## config.mk

```make
export PLATFORM = sky130hd
export DESIGN_NAME = seg7_scan_ctrl
export DESIGN_NICKNAME = d
export VERILOG_FILES = /design/src/rtl/seg7_scan_ctrl.sv
export SDC_FILE = /design/constraint.sdc
export NUM_CORES = 1
export LEC_CHECK = 0
export ABC_AREA = 1
export BUFFER_PORTS_ARGS = -buffer_cell sky130_fd_sc_hd__buf_2
export CAP_MARGIN = 5
export CORE_ASPECT_RATIO = 0.8
export CORE_UTILIZATION = 32
export CTS_BUF_LIST = sky130_fd_sc_hd__clkbuf_8
export CTS_CLUSTER_DIAMETER = 30
export DETAILED_ROUTE_END_ITERATION = 16
export SLEW_MARGIN = 20
export SYNTH_ARGS = -nofsm -noshare
export SYNTH_HDL_FRONTEND = slang
export SYNTH_SLANG_ARGS = --single-unit
```

## constraint.sdc

```tcl
create_clock -name clock_100Mhz -period 2.6 [get_ports clock_100Mhz]
set_clock_uncertainty 0.05 [all_clocks]
set_input_delay 0.78 -clock clock_100Mhz [delete_from_list [all_inputs] [get_ports clock_100Mhz]]
set_output_delay 0.78 -clock clock_100Mhz [all_outputs]
set_load 0.01 [all_outputs]
```

## src/rtl/seg7_scan_ctrl.sv

```systemverilog
// Multiplexed common-anode 7-segment driver with decimal (double-dabble) or hex display.
// Decimal load commits after DATA_W+1 busy cycles, hex after 1; loads are dropped while busy. Optional: SEG7_LZ_BLANK_EN.
module seg7_scan_ctrl #(
    parameter int NUM_DIGITS   = 4,
    parameter int DATA_W       = 14,
    parameter int REFRESH_BITS = 18
) (
    input  logic                  clock_100Mhz,
    input  logic                  reset,
    input  logic [DATA_W-1:0]     number,
    input  logic                  load,
    input  logic                  hex_mode,
    input  logic [NUM_DIGITS-1:0] dp_in,
    output logic                  busy,
    output logic [NUM_DIGITS-1:0] Anode_Activate,
    output logic [6:0]            LED_out,
    output logic                  DP_out
);

    localparam int BCD_W = 4 * NUM_DIGITS;
    localparam int IDX_W = (NUM_DIGITS > 1) ? $clog2(NUM_DIGITS) : 1;
    localparam int CNT_W = $clog2(DATA_W + 1);

    localparam logic [1:0] S_IDLE   = 2'd0;
    localparam logic [1:0] S_SHIFT  = 2'd1;
    localparam logic [1:0] S_COMMIT = 2'd2;

    localparam logic [6:0] GLYPH_DASH  = 7'b1111110;
    localparam logic [6:0] GLYPH_BLANK = 7'b1111111;

    logic [1:0]              state;
    logic [CNT_W-1:0]        cnt;
    logic [DATA_W-1:0]       bin;
    logic [BCD_W-1:0]        bcd;
    logic [BCD_W-1:0]        bcd_adj;
    logic                    ovf;
    logic [NUM_DIGITS-1:0]   dp_lat;
    logic [BCD_W-1:0]        disp_bcd;
    logic                    disp_ovf;
    logic [NUM_DIGITS-1:0]   disp_dp;
    logic [REFRESH_BITS-1:0] refresh_cnt;
    logic [IDX_W-1:0]        scan_idx;
    logic [3:0]              cur_dig;
    logic                    cur_dp;
    logic                    cur_lz;
    logic [NUM_DIGITS-1:0]   lz_blank;
    logic                    hex_ovf;
`ifdef SEG7_LZ_BLANK_EN
    logic                    hex_lat;
    logic                    disp_hex;
    logic                    upper_zero;
`endif

    assign busy = (state != S_IDLE);

    if (DATA_W > BCD_W) begin : g_hex_ovf
        assign hex_ovf = |number[DATA_W-1:BCD_W];
    end else begin : g_no_hex_ovf
        assign hex_ovf = 1'b0;
    end

    always_comb begin
        bcd_adj = bcd;
        for (int k = 0; k < NUM_DIGITS; k++) begin
            if (bcd[4*k +: 4] >= 4'd5)
                bcd_adj[4*k +: 4] = bcd[4*k +: 4] + 4'd3;
        end
    end

    always_ff @(posedge clock_100Mhz) begin
        if (reset) begin
            state    <= S_IDLE;
            cnt      <= '0;
            bin      <= '0;
            bcd      <= '0;
            ovf      <= 1'b0;
            dp_lat   <= '0;
            disp_bcd <= '0;
            disp_ovf <= 1'b0;
            disp_dp  <= '0;
`ifdef SEG7_LZ_BLANK_EN
            hex_lat  <= 1'b0;
            disp_hex <= 1'b0;
`endif
        end else begin
            case (state)
                S_IDLE: begin
                    if (load) begin
                        bin    <= number;
                        dp_lat <= dp_in;
                        cnt    <= '0;
`ifdef SEG7_LZ_BLANK_EN
                        hex_lat <= hex_mode;
`endif
                        if (hex_mode) begin
                            bcd   <= BCD_W'(number);
                            ovf   <= hex_ovf;
                            state <= S_COMMIT;
                        end else begin
                            bcd   <= '0;
                            ovf   <= 1'b0;
                            state <= S_SHIFT;
                        end
                    end
                end
                S_SHIFT: begin
                    // A 1 leaving the BCD MSB means the value needs more digits than we have.
                    bcd <= {bcd_adj[BCD_W-2:0], bin[DATA_W-1]};
                    bin <= {bin[DATA_W-2:0], 1'b0};
                    ovf <= ovf | bcd_adj[BCD_W-1];
                    cnt <= cnt + 1'b1;
                    if (cnt == CNT_W'(DATA_W - 1))
                        state <= S_COMMIT;
                end
                S_COMMIT: begin
                    disp_bcd <= bcd;
                    disp_ovf <= ovf;
                    disp_dp  <= dp_lat;
`ifdef SEG7_LZ_BLANK_EN
                    disp_hex <= hex_lat;
`endif
                    state    <= S_IDLE;
                end
                default: state <= S_IDLE;
            endcase
        end
    end

`ifdef SEG7_LZ_BLANK_EN
    // Blank a decimal digit when it and every digit above it are zero; digit 0 always shows.
    always_comb begin
        lz_blank   = '0;
        upper_zero = 1'b1;
        for (int k = NUM_DIGITS - 1; k >= 1; k--) begin
            upper_zero  = upper_zero & (disp_bcd[4*k +: 4] == 4'd0);
            lz_blank[k] = upper_zero & ~disp_hex;
        end
    end
`else
    assign lz_blank = '0;
`endif

    always_comb begin
        cur_dig = '0;
        cur_dp  = 1'b0;
        cur_lz  = 1'b0;
        for (int k = 0; k < NUM_DIGITS; k++) begin
            if (scan_idx == IDX_W'(k)) begin
                cur_dig = disp_bcd[4*k +: 4];
                cur_dp  = disp_dp[k];
                cur_lz  = lz_blank[k];
            end
        end
    end

    function automatic logic [6:0] glyph(input logic [3:0] d);
        case (d)
            4'h0:    glyph = 7'b0000001;
            4'h1:    glyph = 7'b1001111;
            4'h2:    glyph = 7'b0010010;
            4'h3:    glyph = 7'b0000110;
            4'h4:    glyph = 7'b1001100;
            4'h5:    glyph = 7'b0100100;
            4'h6:    glyph = 7'b0100000;
            4'h7:    glyph = 7'b0001111;
            4'h8:    glyph = 7'b0000000;
            4'h9:    glyph = 7'b0000100;
            4'hA:    glyph = 7'b0001000;
            4'hB:    glyph = 7'b1100000;
            4'hC:    glyph = 7'b0110001;
            4'hD:    glyph = 7'b1000010;
            4'hE:    glyph = 7'b0110000;
            default: glyph = 7'b0111000;
        endcase
    endfunction

    always_ff @(posedge clock_100Mhz) begin
        if (reset) begin
            refresh_cnt    <= '0;
            scan_idx       <= '0;
            Anode_Activate <= '1;
            LED_out        <= GLYPH_BLANK;
            DP_out         <= 1'b1;
        end else begin
            refresh_cnt <= refresh_cnt + 1'b1;
            if (&refresh_cnt)
                scan_idx <= (scan_idx == IDX_W'(NUM_DIGITS - 1)) ? '0 : scan_idx + 1'b1;
            Anode_Activate <= ~(NUM_DIGITS'(1) << scan_idx);
            LED_out        <= disp_ovf ? GLYPH_DASH : (cur_lz ? GLYPH_BLANK : glyph(cur_dig));
            DP_out         <= ~cur_dp;
        end
    end

endmodule

```

* Word-level counts from Yosys, hierarchy flattened
Memory sizes are Yosys's and may differ from the RTL's.
Index checks and enable logic that the tools add are counted.
** Operators by class
- $add $sub $neg :: 7
- $lt $le $gt $ge :: 4
- Equal/unequal tests :: 8
- Shift-type cells :: 1
- Multiplexer cells :: 27
- Bitwise logic cells :: 3
- Reductions and logical operators :: 9
** Operator list (number)
- two-way mux 4 bit :: 9
- one-hot mux 16 bit (2 select lines) :: 1
- two-way mux 14 bit :: 2
- one-hot mux 14 bit (2 select lines) :: 1
- adder 18 x 1 -> 18 bit, second input constant :: 1
- AND reduction 18 bit :: 1
- adder 4 x 2 -> 4 bit, second input constant :: 4
- greater-or-equal comparator 4 x 3 -> 1 bit, second input constant :: 4
- two-way mux 16 bit :: 1
- two-way mux 2 bit :: 4
- one-hot mux 4 bit (2 select lines) :: 1
- == test 2 bit, second input constant :: 3
- two-way mux 1 bit :: 6
- AND reduction 2 bit :: 3
- adder 4 x 1 -> 4 bit, second input constant :: 1
- == test 2 x 1 -> 1 bit, second input constant :: 2
- == test 4 bit, second input constant :: 1
- zero test 2 bit :: 2
- != test 2 bit, second input constant :: 2
- inverter 4 bit :: 1
- one-hot mux 2 bit (2 select lines) :: 1
- nonzero test 2 bit :: 2
- left shift 1 x 2 -> 4 bit, first input constant :: 1
- adder 2 x 1 -> 2 bit, second input constant :: 1
- 4 further kinds :: 4
** Storage, ports and cells
- Register bits after elaboration :: 94
- ROM bits :: 112
- Bits of input ports :: 22
- Output and inout bits :: 13
- Word-level logic and storage cells :: 75
- Memories kept :: 1
** Memories
- (name not given) :: depth 16, width 7, rd ports 1, clocked after Yosys merged registers in 0, write ports 0, RTL line 157 : case (d)

* Depth between registers and ports, before layout
An unclocked memory read counts as a cell.
- Depth after elaboration :: 7
- Mapped depth :: 13
- Mapped depth without buffers :: 13

* Worst setup path after synthesis
Ideal clock, no wire load.
- Kind :: reg2reg
- From :: reg scan_idx[0]
- To :: reg LED_out[5]
- Setup time :: 113 ps
- Arrival :: 1716 ps
- Required time :: 2437 ps
- Path slack :: 721 ps
- Stages on the path, launching flop included :: 13
- Buffers on the path :: 1
- Period minus slack after synthesis :: 1879 ps
- Cell sequence :: dfxtp_1 -> inv_1 -> ha_1 -> buf_2 -> inv_2 -> o211ai_1 -> nand2_1 -> o21ai_0 -> ha_1 -> nand3_1 -> nand2_1 -> inv_1 -> nand2_1
** Between the ends
- Longest elaborated chain between the ends :: 6
- Elaborated cells on any way between the ends :: 9
- Those cells by class :: eq/ne: 3; mux: 4; reduce/logical: 1; memory: 1
** Ends and longest elaborated chain
- start: declaration :: RTL line 42 : logic [IDX_W-1:0] scan_idx;
- start signal: assignment :: RTL line 187 : scan_idx <= (scan_idx == IDX_W'(NUM_DIGITS - 1)) ? '0 : scan_idx + 1'b1;
- zero test 2 bit :: RTL line 148 : if (scan_idx == IDX_W'(k)) begin
- two-way mux 4 bit (3 in a row) :: RTL line 148
- two-way mux 4 bit * :: RTL line 148
- memory read (16 x 7 bit) *
- end signal: assignment :: RTL line 189 : LED_out <= disp_ovf ? GLYPH_DASH : (cur_lz ? GLYPH_BLANK : glyph(cur_dig));
- end: declaration :: RTL line 16 : output logic [6:0] LED_out,
Mark *: on every way between the ends. The rest lies on a longest branch, timed or not.
A chain may end at the register's enable or synchronous reset.

* Final worst setup path
- From :: reg scan_idx[0]
- To :: reg LED_out[1]
The elaborated chain is that of the path after synthesis.

==> metrics list <==
* Number of endpoints failing setup at the final stage: 0
- Crit path kind: flop to flop
* Req. time, crit path: 2790 ps
- # clock sinks: 94
- For this run, design rule violations remaining after detail routing come to 0.
- STA classifies the critical path endpoint as a flop.
- Number of input and output port buffers inserted: 34
- In this run the remaining antenna-violating nets after routing total 0.
* Cell Rows: 38
* Mapped cell area: 4420 um2
- Routability-driven placement finished with a final weighted congestion of 0.849.
- Of all nets on the critical path, the largest fanout is 9.
- Summing the areas of all compound-gate instances in the mapped netlist gives 20.6% of the synthesized area.
* Setup TNS: 0 ps
- Data on the critical path arrives at its endpoint at 2390 ps.
- The library cell used most frequently in the layout, excluding fill and tap cells, is nand2_1.
- Ys async rst share: 0%
* Hold Fails Final Rpt: 0
- In this run the deepest clock path goes through 2 buffers.
- The root buffer cell chosen for the clock tree is clkbuf_8.
- The number of clock buffers added by TritonCTS is 9.
- TritonCTS clock tree: done
- Number of flops mapped to enable cells by yosys: 0
- Summed over all cells, the static leakage comes to 1.98 nW.
* Number of different library cells in the post-synthesis netlist: 40
- VDD sags by at most 259 uV.
- The finished cells cover 4930 um2.
- Counting every instance in the synthesized netlist gives 598.
- The die is 133 um wide.
- After clock tree synthesis, the setup repair step added 0 buffers.
- Number of placed cells counting well taps: 793
- The clock reaches the later pin of the worst-skew pair after 370 ps.
* Clock transition at the registers of the reported paths: 100 ps
- For the pin with the worst max-slew slack, the measured transition is 637 ps.
- After Yosys synthesis, and, or, nand and nor cells account for 20.9% of the synthesized area.
- The top cell types in the final layout, fill and taps aside, are nand2_1 (129), dfxtp_1 (94), a21oi_1 (69), inv_1 (57), o21ai_0 (48).
- Summed over all layers, the routed wires come to 10200 um.
- Maximum level of the CTS H-tree: 3
- Number of register bits inferred by synthesis: 94
* Antenna violations before repair: 0
- The die is 107 um tall.
- The sequential cells in the finished layout cover a total of 1880 um2.
- Relative max-transition margin: 57.1%
- Prior to clock tree synthesis, the placed netlist has a worst setup slack of 448 ps.
- Non-filler instance count after layout: 809
* Total power per unit cell area: 605 nW/um2
- The run finished with clean final reports.
- Final hold slack: 420 ps
* Final Max Slew Viols: 0
* Xor and xnor area share after synthesis: 0.991%
* Fraction of final layout cells sized beyond drive strength 1: 12.4%
* Largest family of logic cells by synthesized area: simple AND/OR/NAND/NOR gates
- Sequential share of the synthesized area: 42.6%
- Area taken by multi-input logic gates: 2150 um2
- The number of nets in the synthesized netlist is 642.
* Tmin final: 2190 ps
* Maximum clock frequency: 456 MHz
* Hold-fix buffers, CTS: 0
- Max-cap violations: 0
* Fill cell instance count of the final layout: 1435
- GRT Resource Usage Total: 15.3%
- Avg WL per Cell: 12.7 um
- Min setup slack post-route: 405 ps
* Via/cell ratio: 4.79
- The pre-antenna-repair detailed-routing pass consisted of 4 iterations.
* Synth warn: 0
- Overflow left after global routing: 0
* Placed Area: 4730 um2
- Relative to the synthesized area, the layout overhead comes to 11.6%.
- In this run, the number of DRC markers left after iteration 0 of detailed routing was 237.
- In this run the mean area of a mapped cell was 7.39 um2.
* Net total in the final layout: 668
- CP Launch Type: flop
- The die covers 14300 um2.
* Global-route wire length before repair: 17600 um
- The most used flip-flop cell after synthesis is dfxtp_1.
* Setup repair after global routing missed its margin: false
* Number of inserted diodes: 0
* Largest net degree at the start of global routing: 50
* Vias in the first global route: 3683
- Once the clock tree was built, the resizer swapped 0 gates to a different size.
* Initial core utilization: 32.7%
- Multiplexer area fraction after synthesis: 0%
- Summing the areas of all fa, ha and maj instances in the mapped netlist gives 6.23% of the synthesized area.
- 35 I/O pins were placed.
* Area of the placeable core: 13500 um2
* Share of the cycle needed by the critical path after routing: 84.4%
* Total number of vias: 3873
- HPWL Detailed: 7270 um
- The worst hold path belongs to the class flop to flop.
[through the flow]
stage / power [W] / utilization (%)
floorplan: 0.00189 / -
global placement: 0.00199 / 35.0
detailed placement: 0.00200 / 35.0
CTS: 0.00301 / 36.5
global route: 0.00314 / 36.5
finish: 0.00298 / 36.5
[worst max-delay path: stages, from the launching register on]
cell and delay (ps):
dfxtp_1 410, ha_1 380, inv_2 120, or2_2 290, nand2_1 180, inv_1 130
ha_1 210, nand2_1 80, o21ai_0 100, nand2_1 70, nand3_1 60
[synth_stat cells, types with 2 or more instances]
cell | n | area (um2)
buf_2 | 7 | 35.0
o21ai_0 | 48 | 240
clkbuf_1 | 8 | 30.0
a21oi_1 | 69 | 345
nor3_1 | 3 | 15.0
nor2_1 | 45 | 169
o221ai_1 | 3 | 26.3
inv_2 | 12 | 45.0
ha_1 | 22 | 275
buf_1 | 3 | 11.3
o211ai_1 | 3 | 22.5
nor2_4 | 2 | 22.5
inv_1 | 57 | 214
o22ai_1 | 9 | 56.3
nand4_1 | 3 | 18.8
nand2_1 | 129 | 484
nand3_1 | 29 | 145
dfxtp_1 | 94 | 1880
a31oi_1 | 15 | 93.8
buf_4 | 3 | 22.5
xor2_1 | 4 | 35.0
nand3b_1 | 2 | 15.0
o21ai_1 | 8 | 40.0
buf_6 | 2 | 22.5
or2_2 | 3 | 18.8
[final cells by class]
class,instances,share of cell area [%]
timing repair buffer,38,4.06
clock buffer,9,2.51
inverter,70,5.38
clock inverter,7,1.67
tap,180,4.57
sequential,94,38.1
multi-input combinational,411,43.7
[final timing paths]
| check | start | slack [ps] | depth (start not counted) | endpoint |
|---|---|---|---|---|
| min | bin[0] | 420 | 2 | bin[0] |
| max reg2reg | scan_idx[0] | 410 | 10 | LED_out[1] |
| max | scan_idx[0] | 410 | 10 | LED_out[1] |
| min reg2reg | bin[0] | 420 | 2 | bin[0] |
[where the power goes]
group	internal (W)	switching [W]
sequential	0.00153	0.0000518
combinational	0.000130	0.000260
clock	0.000458	0.000557
total	0.00212	0.000868
[per-layer routing]
| layer | wire length [um] | part of all wire [%] | GRT usage [%] |
|---|---|---|---|
| met4 | 100 | 0.98 | 4.46 |
| met1 | 5410 | 53 | 21.8 |
| met2 | 4170 | 41 | 22.9 |
| met5 | 0 | 0 | 0 |
| met3 | 570 | 5.6 | 3.45 |
[sequential cells by signal (all words and copies together), names as in the netlist]
signal          cells
DP_out              1
disp_bcd           16
scan_idx            2
Anode_Activate      4
ovf                 1
disp_ovf            1
cnt                 4
state               2
bin                14
disp_dp             4
bcd                16
dp_lat              4
refresh_cnt        18
LED_out             7
[cells by family after synthesis]
logic type / Yosys count
and+or+nand+nor: 219
DFF: 94
AOI/OAI and AO/OA: 165
buffers and inverters: 93
xor gates and xnor gates: 5
adders and majority gates: 22
(Power assumes the default switching activity.)
